**config.mk**
```make
export PLATFORM = sky130hd
export DESIGN_NAME = stream_decipher_rx_flat
export DESIGN_NICKNAME = d
export VERILOG_FILES = /design/src/rtl/stream_decipher_rx_if.sv /design/src/rtl/stream_decipher_rx.sv /design/src/flat_wrapper.sv
export SDC_FILE = /design/constraint.sdc
export NUM_CORES = 1
export LEC_CHECK = 0
export CAP_MARGIN = 40
export CORE_MARGIN = 2
export CORE_UTILIZATION = 47
export CTS_CLUSTER_SIZE = 8
export DETAILED_ROUTE_END_ITERATION = 7
export HOLD_SLACK_MARGIN = 0.12
export MAX_ROUTING_LAYER = met4
export PLACE_DENSITY = 0.77
export SLEW_MARGIN = 10
export SYNTH_ARGS = -nofsm -noshare
export SYNTH_HDL_FRONTEND = slang
export SYNTH_SLANG_ARGS = --single-unit
export TNS_END_PERCENT = 30
```
**constraint.sdc**
```tcl
create_clock -name i_clk -period 1.7 [get_ports i_clk]
set_input_delay 0.425 -clock i_clk [delete_from_list [all_inputs] [get_ports i_clk]]
set_output_delay 0.425 -clock i_clk [all_outputs]
set_load 0.02 [all_outputs]
```
**src/rtl/stream_decipher_rx_if.sv**
```systemverilog
// Ciphertext-in / plaintext-out valid/ready channels of stream_decipher_rx.
// Signal names are taken from the decipher's point of view.
interface stream_decipher_rx_if #(
  parameter int DATA_W = 8
);
  logic              i_cipher_valid;
  logic              o_cipher_ready;
  logic [DATA_W-1:0] i_cipher_data;
  logic              o_plain_valid;
  logic              i_plain_ready;
  logic [DATA_W-1:0] o_plain_data;

  modport master (
    output i_cipher_valid,
    input  o_cipher_ready,
    output i_cipher_data,
    input  o_plain_valid,
    output i_plain_ready,
    input  o_plain_data
  );

  modport slave (
    input  i_cipher_valid,
    output o_cipher_ready,
    input  i_cipher_data,
    output o_plain_valid,
    input  i_plain_ready,
    output o_plain_data
  );
endinterface

```
**src/rtl/stream_decipher_rx.sv**
```systemverilog
// Receive-side LFSR keystream decipher with valid/ready channels.
// STREAM_DECIPHER_MON_EN adds the o_lfsr / o_word_cnt debug outputs.
module stream_decipher_rx #(
  parameter int DATA_W = 8,
  parameter int WARMUP = 0
) (
  input  logic         i_clk,
  input  logic         i_reset_n,
  input  logic         i_seed_load,
  input  logic [127:0] i_seed,
  stream_decipher_rx_if.slave bus,
  output logic         o_seed_zero
`ifdef STREAM_DECIPHER_MON_EN
  ,
  output logic [127:0] o_lfsr,
  output logic [31:0]  o_word_cnt
`endif
);

  typedef enum logic [1:0] {
    S_IDLE,
    S_WARM,
    S_GEN,
    S_RDY
  } state_e;

  localparam int CW = 10;
  localparam state_e LOAD_ST =
    (WARMUP == 0) ? S_GEN : S_WARM;
  localparam logic [CW-1:0] WARM_LAST =
    CW'((WARMUP > 0) ? WARMUP - 1 : 0);
  localparam logic [CW-1:0] GEN_LAST =
    CW'(DATA_W - 1);

  state_e            state_q, state_d;
  logic [127:0]      lfsr_q, lfsr_d;
  logic [DATA_W-1:0] ks_word_q, ks_word_d;
  logic [CW-1:0]     cnt_q, cnt_d;
  logic              plain_valid_q, plain_valid_d;
  logic [DATA_W-1:0] plain_data_q, plain_data_d;
  logic              seed_zero_q, seed_zero_d;

  logic [127:0]      lfsr_nxt;
  logic              accept;

  assign lfsr_nxt = {
    lfsr_q[127] ^ lfsr_q[6] ^ lfsr_q[1] ^ lfsr_q[0],
    lfsr_q[127:1]
  };

  // A load in the same cycle must never swallow a word.
  assign bus.o_cipher_ready =
    (state_q == S_RDY) &&
    (!plain_valid_q || bus.i_plain_ready) &&
    !i_seed_load;

  assign accept = bus.i_cipher_valid && bus.o_cipher_ready;

  always_comb begin
    state_d       = state_q;
    lfsr_d        = lfsr_q;
    ks_word_d     = ks_word_q;
    cnt_d         = cnt_q;
    plain_valid_d = plain_valid_q;
    plain_data_d  = plain_data_q;
    seed_zero_d   = seed_zero_q;

    if (plain_valid_q && bus.i_plain_ready)
      plain_valid_d = 1'b0;

    if (i_seed_load) begin
      lfsr_d        = i_seed;
      ks_word_d     = '0;
      cnt_d         = '0;
      plain_valid_d = 1'b0;
      seed_zero_d   = (i_seed == '0);
      state_d       = LOAD_ST;
    end else begin
      case (state_q)
        S_IDLE: ;
        S_WARM: begin
          lfsr_d = lfsr_nxt;
          cnt_d  = cnt_q + 1'b1;
          if (cnt_q == WARM_LAST) begin
            cnt_d   = '0;
            state_d = S_GEN;
          end
        end
        S_GEN: begin
          lfsr_d    = lfsr_nxt;
          // Shift in at the MSB so the first bit lands on bit 0.
          ks_word_d = (ks_word_q >> 1) |
            (DATA_W'(lfsr_q[0]) << (DATA_W - 1));
          cnt_d     = cnt_q + 1'b1;
          if (cnt_q == GEN_LAST) begin
            cnt_d   = '0;
            state_d = S_RDY;
          end
        end
        S_RDY: begin
          if (accept) begin
            plain_valid_d = 1'b1;
            plain_data_d  =
              bus.i_cipher_data ^ ks_word_q;
            cnt_d         = '0;
            state_d       = S_GEN;
          end
        end
        default: state_d = S_IDLE;
      endcase
    end
  end

  always_ff @(posedge i_clk or negedge i_reset_n) begin
    if (!i_reset_n) begin
      state_q       <= S_IDLE;
      lfsr_q        <= '0;
      ks_word_q     <= '0;
      cnt_q         <= '0;
      plain_valid_q <= 1'b0;
      plain_data_q  <= '0;
      seed_zero_q   <= 1'b0;
    end else begin
      state_q       <= state_d;
      lfsr_q        <= lfsr_d;
      ks_word_q     <= ks_word_d;
      cnt_q         <= cnt_d;
      plain_valid_q <= plain_valid_d;
      plain_data_q  <= plain_data_d;
      seed_zero_q   <= seed_zero_d;
    end
  end

  assign bus.o_plain_valid = plain_valid_q;
  assign bus.o_plain_data  = plain_data_q;
  assign o_seed_zero       = seed_zero_q;

`ifdef STREAM_DECIPHER_MON_EN
  logic [31:0] word_cnt_q, word_cnt_d;

  always_comb begin
    word_cnt_d = word_cnt_q;
    if (i_seed_load)
      word_cnt_d = '0;
    else if (accept)
      word_cnt_d = word_cnt_q + 32'd1;
  end

  always_ff @(posedge i_clk or negedge i_reset_n) begin
    if (!i_reset_n)
      word_cnt_q <= '0;
    else
      word_cnt_q <= word_cnt_d;
  end

  assign o_lfsr     = lfsr_q;
  assign o_word_cnt = word_cnt_q;
`endif

endmodule
```
**src/flat_wrapper.sv**
```systemverilog
// flat-port wrapper written by rule: the top's interface ports become plain ports
module stream_decipher_rx_flat 
#(
  parameter int DATA_W = 8,
  parameter int WARMUP = 0
)
  (i_clk, i_reset_n, i_seed_load, i_seed, o_seed_zero, bus_i_cipher_valid, bus_o_cipher_ready, bus_i_cipher_data, bus_o_plain_valid, bus_i_plain_ready, bus_o_plain_data);
  stream_decipher_rx_if #(.DATA_W(DATA_W)) bus_i ();
  input  logic i_clk;
  input  logic i_reset_n;
  input  logic i_seed_load;
  input  logic [127:0] i_seed;
  output logic o_seed_zero;
  input wire logic [$bits(bus_i.i_cipher_valid)-1:0] bus_i_cipher_valid;
  output wire logic [$bits(bus_i.o_cipher_ready)-1:0] bus_o_cipher_ready;
  input wire logic [$bits(bus_i.i_cipher_data)-1:0] bus_i_cipher_data;
  output wire logic [$bits(bus_i.o_plain_valid)-1:0] bus_o_plain_valid;
  input wire logic [$bits(bus_i.i_plain_ready)-1:0] bus_i_plain_ready;
  output wire logic [$bits(bus_i.o_plain_data)-1:0] bus_o_plain_data;
  assign bus_i.i_cipher_valid = bus_i_cipher_valid;
  assign bus_o_cipher_ready = bus_i.o_cipher_ready;
  assign bus_i.i_cipher_data = bus_i_cipher_data;
  assign bus_o_plain_valid = bus_i.o_plain_valid;
  assign bus_i.i_plain_ready = bus_i_plain_ready;
  assign bus_o_plain_data = bus_i.o_plain_data;
  stream_decipher_rx #(.DATA_W(DATA_W), .WARMUP(WARMUP)) u_core (.i_clk(i_clk), .i_reset_n(i_reset_n), .i_seed_load(i_seed_load), .i_seed(i_seed), .bus(bus_i), .o_seed_zero(o_seed_zero));
endmodule
```
After elaboration in Yosys (flattened, before gate mapping)
Index checks and enable logic that the tools add are counted.
{"block": "totals", "ff_bits": 158}
{"block": "op_classes", "mux": 18, "n_reduce_logical": 16, "n_addsub": 1, "n_bitwise": 6, "n_eq_ne": 7}
{"operator": "$mux 128", "n": 2}
{"operator": "$logic_not 128->1", "n": 1}
{"operator": "$mux 10", "n": 4}
{"operator": "$pmux 10 s3", "n": 1}
{"operator": "$mux 8", "n": 2}
{"operator": "$add 10x1->10 const B", "n": 1}
{"operator": "$eq 10x3->1 const B", "n": 1}
{"operator": "$logic_not 10->1", "n": 1}
{"operator": "$ne 3x2->1 const B", "n": 3}
{"operator": "$mux 2", "n": 4}
{"operator": "$or 7x8->8", "n": 1}
{"operator": "$xor 8x8->8", "n": 1}
{"operator": "$pmux 2 s3", "n": 1}
{"operator": "$eq 2x2->1 const B", "n": 2}
{"operator": "$logic_and 1x1->1", "n": 4}
{"operator": "$mux 1", "n": 4}
{"operator": "$reduce_and 4->1", "n": 1}
{"operator": "$reduce_bool 2->1", "n": 2}
{"operator": "$reduce_bool 4->1", "n": 1}
{"operator": "$reduce_and 3->1", "n": 1}
{"operator": "$xor 1x1->1", "n": 3}
{"operator": "$eq 2x1->1 const B", "n": 1}
{"operator": "$logic_not 1->1", "n": 2}
{"operator": "$reduce_and 2->1", "n": 1}
{"operator": "other kinds (3)", "n": 3}

Logic depth before layout (Yosys ltp)
{"block": "logic_depth", "word_depth": 8, "ltp_mapped": 8, "ltp_nobuf": 7}

Worst setup path before layout
Ideal clock, no wire load.
{"block": "synth_timing", "path_kind": "register to register", "start": "register u_core.plain_valid_q, in the netlist u_core.bus.o_plain_valid", "end": "register u_core.plain_data_q[3], in the netlist u_core.bus.o_plain_data[3]", "path_stages_with_launch": 7, "t_required_ns": 1.564, "t_arrival_ns": 1.786, "setup_time_ns": 0.136, "slack_ns": -0.222, "path_cell_list": "dfrtp_1 > nor2b_1 > nor3b_1 > nand2_1 > clkbuf_1 > nand2_1 > o21ai_0"}
{"block": "synth_via", "elab_chain_len": 6}
{"element": "start: declaration", "line": "stream_decipher_rx.sv:39", "text": "logic plain_valid_q, plain_valid_d;"}
{"element": "start signal: assignment", "line": "stream_decipher_rx.sv:128", "text": "plain_valid_q <= plain_valid_d;"}
{"element": "$logic_not 1->1", "line": "stream_decipher_rx.sv:54", "text": "(!plain_valid_q || bus.i_plain_ready) &&"}
{"element": "$logic_or 1x1->1", "line": "stream_decipher_rx.sv:54"}
{"element": "$logic_and 1x1->1", "line": "stream_decipher_rx.sv:53", "text": "(state_q == S_RDY) &&"}
{"element": "$logic_and 1x1->1", "line": "stream_decipher_rx.sv:54"}
{"element": "named net bus_o_cipher_ready", "line": "flat_wrapper.sv:15", "text": "output wire logic [$bits(bus_i.o_cipher_ready)-1:0] bus_o_cipher_ready;"}
{"element": "$logic_and 1x1->1", "line": "stream_decipher_rx.sv:57", "text": "assign accept = bus.i_cipher_valid && bus.o_cipher_ready;"}
{"element": "$reduce_and 3->1 (no line)"}
{"element": "end signal: assignment", "line": "stream_decipher_rx.sv:129", "text": "plain_data_q <= plain_data_d;"}
{"element": "end: declaration", "line": "stream_decipher_rx.sv:40", "text": "logic [DATA_W-1:0] plain_data_q, plain_data_d;"}
The timed path passes the listed nets, and every way through them passes these cells.
A chain may end at the register's enable or synchronous reset.

Worst setup path after layout
{"block": "layout_timing", "start": "register u_core.state_q[0]", "end": "output port bus_o_cipher_ready"}
{"block": "layout_via", "elab_chain_len": 3}
{"element": "start: declaration", "line": "stream_decipher_rx.sv:35", "text": "state_e state_q, state_d;"}
{"element": "start signal: assignment", "line": "stream_decipher_rx.sv:124", "text": "state_q <= state_d;"}
{"element": "$eq 2x2->1", "line": "stream_decipher_rx.sv:53"}
{"element": "$logic_and 1x1->1", "line": "stream_decipher_rx.sv:53"}
{"element": "$logic_and 1x1->1", "line": "stream_decipher_rx.sv:54"}
{"element": "end: declaration", "line": "flat_wrapper.sv:15"}
Every way passes these cells.

==> metrics <==
diode count 0; Main synth FF type dfrtp_1; Starting Density 0.480; hpwl dp 13500 um; routed len/inst 15.9 um; R2R depth 8; Num CTS Buffers 17; Hold Violations, Final 0; Post-synth EDFFs 0; GR Util All Layers 0.228; Worst Tran Pin Value 0.588 ns; Leak 4.49 nW; Post-Synthesis Cells 750; Worst setup endpoint bus_o_cipher_ready; # IOs 152; max-cap violations 0; Reg-to-Reg End u_core.cnt_q[8]; Multi-input gate area 0.00354 mm^2; placed cell count 1156; CP bufs+invs 1; period utilization 1.05; WHS 0.469 ns; fin. max-slew vios 0; Die ar. 0.0172 mm^2; DRC violations left 0; largest net degree at the start of global routing 157; post-synthesis sequential area ratio 0.520; vias in the first global route 6337; Detailed Route WL 19100 um; drt initial violations 464; Post-DRT Antenna Nets 0; DR vias/cell 5.33; Die X 131 um; Req. time, crit path 1.27 ns; Util after Layout 0.683; Levels on crit path 3; most frequent cells in the layout 158 x dfrtp_1, 141 x nand2_1, 138 x clkdlybuf4s50_1; netlist area before placement 0.00760 mm^2; Clock Sinks 158; Setup crit end kind output pin; htree depth 4; first-pass GRT wire length 30700 um; Setup Crit Path Kind register to output pin; relative slew slack 0.608; Core ar. 0.0158 mm^2; layout cells sized above 1 0.156; PortBufs 151; gpl congestion 0.872; synth unique cells 38; Pre-antenna DRT Iters 4; Final Skew 0.0122 ns; Final Non-Filler Cells 1197; hold depth 2; initial antenna violation count 0; CP arrival 1.35 ns; peak supply drop 0.000814 V; CP Max Fanout 2; Seq. cell area 0.00395 mm^2; yosys warns 0; FMAX 563 MHz; Final setup violation count 10; Final WS setup -0.0768 ns; Filler Cells Inserted 1213; Critical Path Source Type register; slowest stage delay, CP 0.37 ns; leading cell type in the layout, fill and taps excluded dfrtp_1; layout net count 1114; Pwr Density 1190 mW/mm^2; Synth async-reset ratio 1.00; RSZ-0062 raised after global routing yes; area grow syn2layout 42.3%; Rows 46; cell breakdown of the critical path ha_2 > nor3b_4 > buf_6; placed inst area 0.00996 mm^2; crit path time final 1.78 ns; Synth Register Bits 158; status finished with violations; via count 6376; Worst-Skew Late Latency 0.43 ns; CTS tree built; Die Y 131 um; GRT overflow 0; Worst path top cell family by delay flip-flops; Root Buffer Master clkbuf_16; Syn Nets 896; Worst-path clk slew 0.06 ns; R2R Setup Slk -0.04 ns; Max clock buf depth 2; FF-to-FF Start u_core.state_q[1]; slowest CP cell dfrtp_1; total chip power 0.0129 W; mean post-synth cell area 10.1 um^2; Hold/Removal Path Class register to register; Crit. Startpoint u_core.state_q[0]; design area 0.0108 mm^2; failing checks negative setup slack
-- synthesized netlist by cell type, types with 2 or more instances --
cell type  instances  area share
nor2_1            19      0.0094
dfrtp_1          158        0.52
a22o_2             2      0.0026
a21oi_1            3      0.0020
inv_1              6      0.0030
nand2_1          141       0.070
buf_2             14      0.0092
a22o_1             7      0.0081
mux2i_1          135        0.18
nor3_1             5      0.0033
a21o_1             4      0.0040
xnor2_1            9       0.010
nor2b_1            4      0.0033
ha_1               5      0.0082
xor2_1             2      0.0023
clkbuf_1          30       0.015
nand3_1            8      0.0053
nor4_1            33       0.027
o21ai_0          139       0.092
nand4_1            8      0.0066
-- area by class of cell --
type                            count  share of cell area
Sequential cell                   158               0.366
Tap cell                          216              0.0250
Multi-Input combinational cell    540               0.328
Clock buffer                       21              0.0426
Timing Repair Buffer              245               0.228
Clock inverter                     11             0.00857
Inverter                            6             0.00232
-- logic make-up after synthesis --
| logic type | count (synthesis) | synth area share |
|---|---|---|
| and+or+nand+nor | 227 | 0.135 |
| AOI/OAI and AO/OA | 161 | 0.115 |
| DFF | 158 | 0.520 |
| muxes | 136 | 0.179 |
| buffers and inverters | 52 | 0.0298 |
| xor gates and xnor gates | 11 | 0.0127 |
| adders and majority gates | 5 | 0.00823 |
-- sequential cells by signal (all words and copies together), names as in the netlist --
name and cells:
u_core.lfsr_q 128, u_core.cnt_q 10, u_core.bus.o_plain_data 8, u_core.ks_word_q 8, u_core.state_q 2, u_core.bus.o_plain_valid 1, u_core.o_seed_zero 1
-- stage by stage --
stage | setup WS (ns) | setup TNS [ns]
finish | -0.0768 | -0.299
global route | -0.151 | -2.69
CTS | -0.0930 | -0.187
detailed placement | -0.482 | -5.53
global placement | -0.462 | -4.96
floorplan | 0.0507 | 0
-- layer usage --
layer / global-route usage / share of wire
met3: 0.0463 / 0.047
met2: 0.365 / 0.49
met1: 0.298 / 0.45
met4: 0.0610 / 0.013
met5: - / 0
-- tightest hold or removal path, delay by kind of cell (launching register included) --
| kind | cells | cell delay, ns |
|---|---|---|
| flops | 1 | 0.33 |
| simple gates | 1 | 0.04 |
| compound gates | 1 | 0.05 |
-- where the power goes --
group / switching [W] / internal (W) / total (W)
clock: 0.00149 / 0.00207 / 0.00356
sequential: 0.000422 / 0.00446 / 0.00488
combinational: 0.00206 / 0.00236 / 0.00442
-- worst min-delay path by stage --
| stage | startpoint | endpoint | slack (ns) |
|---|---|---|---|
| 2_1_floorplan | i_reset_n | u_core.bus.o_plain_data[0] | 0.13 |
| 3_3_place_gp | i_reset_n | u_core.bus.o_plain_data[5] | 0.39 |
| 3_5_place_dp | i_reset_n | u_core.bus.o_plain_data[4] | 0.40 |
| 4_1_cts | u_core.bus.o_plain_data[1] | u_core.bus.o_plain_data[1] | 0.48 |
| 5_1_grt | u_core.bus.o_plain_data[0] | u_core.bus.o_plain_data[0] | 0.51 |
| 6_report | u_core.bus.o_plain_data[5] | u_core.bus.o_plain_data[5] | 0.47 |
-- what timing repair did --
item	in CTS	in global routing
endpoints found under the setup margin	25	80
setup buffers	1	3
resized for setup	19	62
gates cloned	0	4
hold buffers	1	0
endpoints found under the hold margin	37	0
pin swaps	2	6
(Power assumes the default switching activity.)
